$ cat config.mk
export PLATFORM = sky130hd
export DESIGN_NAME = button_toggle_pulse
export DESIGN_NICKNAME = d
export VERILOG_FILES = /design/src/rtl/button_toggle_pulse.sv
export SDC_FILE = /design/constraint.sdc
export NUM_CORES = 1
export LEC_CHECK = 0
export CAP_MARGIN = 20
export CORE_MARGIN = 2
export CORE_UTILIZATION = 40
export DETAILED_ROUTE_END_ITERATION = 10
export GPL_ROUTABILITY_DRIVEN = 0
export GPL_TIMING_DRIVEN = 0
export PLACE_DENSITY = 0.69
export SLEW_MARGIN = 40
export SYNTH_ARGS = -nofsm -noshare
export SYNTH_HDL_FRONTEND = slang
export SYNTH_SLANG_ARGS = --single-unit
$ cat constraint.sdc
create_clock -name clk -period 2 [get_ports clk]
set_input_delay 0.6 -clock clk [delete_from_list [all_inputs] [get_ports clk]]
set_output_delay 0.6 -clock clk [all_outputs]
set_load 0.05 [all_outputs]
$ cat src/rtl/button_toggle_pulse.sv
// button_toggle_pulse: synchronizes and debounces a raw push-button, then
// emits one registered t_pulse per accepted press to drive a downstream
// T flip-flop. Releases are debounced as well but never pulse.
//
// Output handshake: t_pulse is a single-cycle strobe with no ready/ack.
// The receiver must sample it on every rising edge of clk. press_count and
// busy are plain registered levels.
//
// Timing: btn_in passes through s1 and s2 before the FSM sees it. The FSM
// needs one edge to leave IDLE and DEBOUNCE_CYCLES more to accept, so a
// clean press pulses in the cycle after edge DEBOUNCE_CYCLES+3.
module button_toggle_pulse #(
  parameter int DEBOUNCE_CYCLES = 4,
  parameter int CNT_W           = 8
) (
  input  logic             clk,
  input  logic             reset,
  input  logic             btn_in,
  output logic             t_pulse,
  output logic [CNT_W-1:0] press_count,
  output logic             busy
);

  localparam int CB = $clog2(DEBOUNCE_CYCLES);
  localparam logic [CB-1:0] CNT_LAST = CB'(DEBOUNCE_CYCLES - 1);

  typedef enum logic [1:0] {
    IDLE        = 2'd0,
    PRESS_CHK   = 2'd1,
    HELD        = 2'd2,
    RELEASE_CHK = 2'd3
  } state_t;

  logic          s1;
  logic          s2;
  state_t        state;
  logic [CB-1:0] cnt;

  // Synchronizer, debounce FSM and registered outputs. busy is driven from
  // the next-state decision so it always matches the qualifying states.
  always_ff @(posedge clk) begin
    if (!reset) begin
      s1          <= 1'b0;
      s2          <= 1'b0;
      state       <= IDLE;
      cnt         <= '0;
      t_pulse     <= 1'b0;
      press_count <= '0;
      busy        <= 1'b0;
    end else begin
      s1      <= btn_in;
      s2      <= s1;
      t_pulse <= 1'b0;
      case (state)
        IDLE: begin
          if (s2) begin
            state <= PRESS_CHK;
            cnt   <= '0;
            busy  <= 1'b1;
          end else begin
            busy  <= 1'b0;
          end
        end
        PRESS_CHK: begin
          if (!s2) begin
            state <= IDLE;
            cnt   <= '0;
            busy  <= 1'b0;
          end else if (cnt == CNT_LAST) begin
            // Press accepted: pulse and count on the same edge as entering HELD.
            state       <= HELD;
            cnt         <= '0;
            busy        <= 1'b0;
            t_pulse     <= 1'b1;
            press_count <= press_count + 1'b1;
          end else begin
            cnt  <= cnt + 1'b1;
            busy <= 1'b1;
          end
        end
        HELD: begin
          if (!s2) begin
            state <= RELEASE_CHK;
            cnt   <= '0;
            busy  <= 1'b1;
          end else begin
            busy  <= 1'b0;
          end
        end
        RELEASE_CHK: begin
          if (s2) begin
            state <= HELD;
            cnt   <= '0;
            busy  <= 1'b0;
          end else if (cnt == CNT_LAST) begin
            // Release accepted silently; releases never pulse.
            state <= IDLE;
            cnt   <= '0;
            busy  <= 1'b0;
          end else begin
            cnt  <= cnt + 1'b1;
            busy <= 1'b1;
          end
        end
        default: begin
          state <= IDLE;
          cnt   <= '0;
          busy  <= 1'b0;
        end
      endcase
    end
  end

endmodule

==> out/results.txt <==
Synth Area in XOR/XNOR = 0.0272
setup TNS = 0 ps
slew margin rel. = 0.669
fillcell total = 146
# rows = 14
Slew Viols, Final = 0
num ports = 13
layout cells sized above 1 = 0.0732
maximum vdd drop = 0.000374 V
ys flop type = dfxtp_1
Die Ht = 44.1 µm
1st-pass router iterations = 3
largest net degree at the start of global routing = 11
Initial Utilization = 0.428
port bufs = 12
CTS sink cnt = 16
# H-tree levels = 1
Synth Register Bits = 16
cell count after synthesis = 67
Worst-Skew Late Latency = 290 ps
outcome = finished, final reports clean
vias in the first global route = 439
PwrDens = 632 nW/µm²
TritonCTS clock tree = built
Critical Path Sink Type = output pin
Hold Vio Cnt, Final = 0
worst path bufs/invs = 1
unrepaired setup endpoints after global routing = false
mux contribution to synthesized area = 0.0311
P_int = 0.398 mW
post-layout min period = 1840 ps
largest family of logic cells by synthesized area = simple AND/OR/NAND/NOR gates
via count = 522
post-synthesis compound-gate area fraction = 0.117
EDFF count, synth = 0
clk buf depth = 2
Worst-path clk slew = 80 ps
final setup violation count = 0
critical path's slowest cell = dlygate4sd2_1
hold_buf cts = 0
post-synthesis adder-cell area fraction = 0.0388
Net Count, Synth = 72
worst path required time = 1400 ps
max-cap violations = 0
Startpoint Class = register
HP Class = register to register
Final ANT Viol Nets = 0
nets@finish = 89
DIE AREA = 1950 µm²
Worst-Margin Slew = 496 ps
Seq/Total Area, Yosys = 0.497
drc violations = 0
total track usage = 0.139
Core ar. = 1510 µm²
number of synthesis warnings = 0
Placement Cell Area = 785 µm²
clock share of power = 0.328
Simple-Gate Fraction of Synth Area = 0.270
family with the most delay on the worst path = buffers and inverters
final std cell area, no fill = 798 µm²
DR vias/cell = 5.33
hold slack final = 438 ps
area added between synthesis and finish = 23.9%
FMAX = 0.544 GHz
Distinct cells, synth = 22
Post-Route WL = 1.11 mm
CP cell instances = dlygate4sd2_1
skew final = 4.04 ps
Root Buffer = clkbuf_4
Final period util = 0.919
syn_area_per_cell = 9.62 µm²
sequential power share = 0.641
Die Wd = 44.1 µm
P_sw = 0.107 mW
initial antenna violation count = 0
Leak Pwr = 0.384 nW
Antenna diodes = 0
WL per Instance = 11.3 µm
Post-Syn Area = 644 µm²
Critical Path Fanout Max = 6
share of flip-flops with an asynchronous set or reset = 0
CP Class = register to output pin
GR Overflow Total = 0
Worst EP arrival = 1240 ps
CTS Buf Count = 3
Pwr Total = 0.505 mW
Logic pwr share = 0.030
largest stage delay on the critical path = 550 ps
dpl hpwl = 780 µm
first-pass GRT wire length = 1.88 mm
Initial DRC Count = 8
Net Sw Frac = 0.212
per-stage QoR:
| step | util | std cells | worst slack (ps) |
|---|---|---|---|
| final | 0.530 | 98 | 161 |
| after detailed placement | 0.521 | 95 | 192 |
| after floorplan | - | 67 | 370 |
| after global placement | 0.521 | 95 | 183 |
| after global routing | 0.530 | 98 | 74.5 |
| after CTS | 0.528 | 98 | 5.72 |
power groups by stage:
stage          sequential [mW]  combinational, mW  clock (mW)
2_1_floorplan            0.333            0.00585           0
4_1_cts                  0.324             0.0155       0.174
5_1_grt                  0.324             0.0172       0.188
3_3_place_gp             0.331             0.0158           0
3_5_place_dp             0.331             0.0160           0
6_report                 0.324             0.0154       0.166
flip-flops by register name, indices dropped and copies added, names as in the netlist, named ones only:
signal,flops
state,1
press_count,8
cnt,2
busy,1
s2,1
t_pulse,1
s1,1
cell type report:
cell class                 count  area (µm²)  share of cell area
buffer                         1        5.00             0.00627
sequential                    16         320               0.401
multi-input combinational     48         312               0.390
clock buffer                   3        22.5              0.0282
inverter                       2        7.51             0.00940
timing repair buffer          12         111               0.139
tap                           16        20.0              0.0251
synthesized netlist by cell type, types with 2 or more instances:
| cell type | instances | share of area |
|---|---|---|
| mux2i_1 | 2 | 0.031 |
| and2_1 | 2 | 0.019 |
| and3_1 | 4 | 0.039 |
| o21ai_0 | 3 | 0.023 |
| nand2_1 | 5 | 0.029 |
| ha_1 | 2 | 0.039 |
| xor2_1 | 2 | 0.027 |
| o31ai_1 | 2 | 0.023 |
| o21a_1 | 2 | 0.023 |
| a21oi_1 | 6 | 0.047 |
| nand3_1 | 4 | 0.031 |
| or4_1 | 2 | 0.023 |
| or3_1 | 3 | 0.029 |
| nor3b_1 | 2 | 0.023 |
| nor2_1 | 4 | 0.023 |
| dfxtp_1 | 16 | 0.50 |
worst reg2reg max path, delay by kind of cell, from the launching register on:
kind,cells,cell delay (ps)
AND/OR/NAND/NOR,2,510
flip-flops,1,360
adder cells (fa/ha/maj),1,240
buffers and inverters,1,220
multiplexers,1,220
logic make-up (layout without fill, tap and decap cells):
group,Yosys count,count (layout)
AO/OA/AOI/OAI,13,13
XOR/XNOR,2,2
adder cells (fa/ha/maj),2,2
buffers and inverters,3,18
flip-flops,16,16
multiplexers,2,2
AND/OR/NAND/NOR,29,29
what timing repair did:
item / CTS / global route
setup endpoints to repair: 9 / 1
cloned: 0 / 0
buffers inserted: 0 / 0
resized for setup: 9 / 1
layer usage:
layer  up-vias  global-route usage  share of wire
met5         -                   0              0
met4         0               0.109          0.029
met3         5              0.0612          0.056
met2        11               0.188           0.42
met1       231               0.170           0.50
li1        275                   -              -
final timing paths:
check	to	slack (ps)	depth (start not counted)	startpoint
worst max register to register	press_count[7]	390	5	cnt[0]
worst max-delay path	press_count[2]	160	1	press_count[2]
worst min-delay path	s2	440	1	s1
worst min register to register	s2	440	1	s1
cells in the final DEF, fill, tap and decap left out, drive strengths merged, types with 3 or more instances in the layout:
cell and instances:
dfxtp 16, dlygate4sd2 9, a21oi 6, nand2 5, nand3 4, nor2 4, and3 4, o21ai 3
or3 3, clkbuf 3
(Power assumes the default switching activity.)
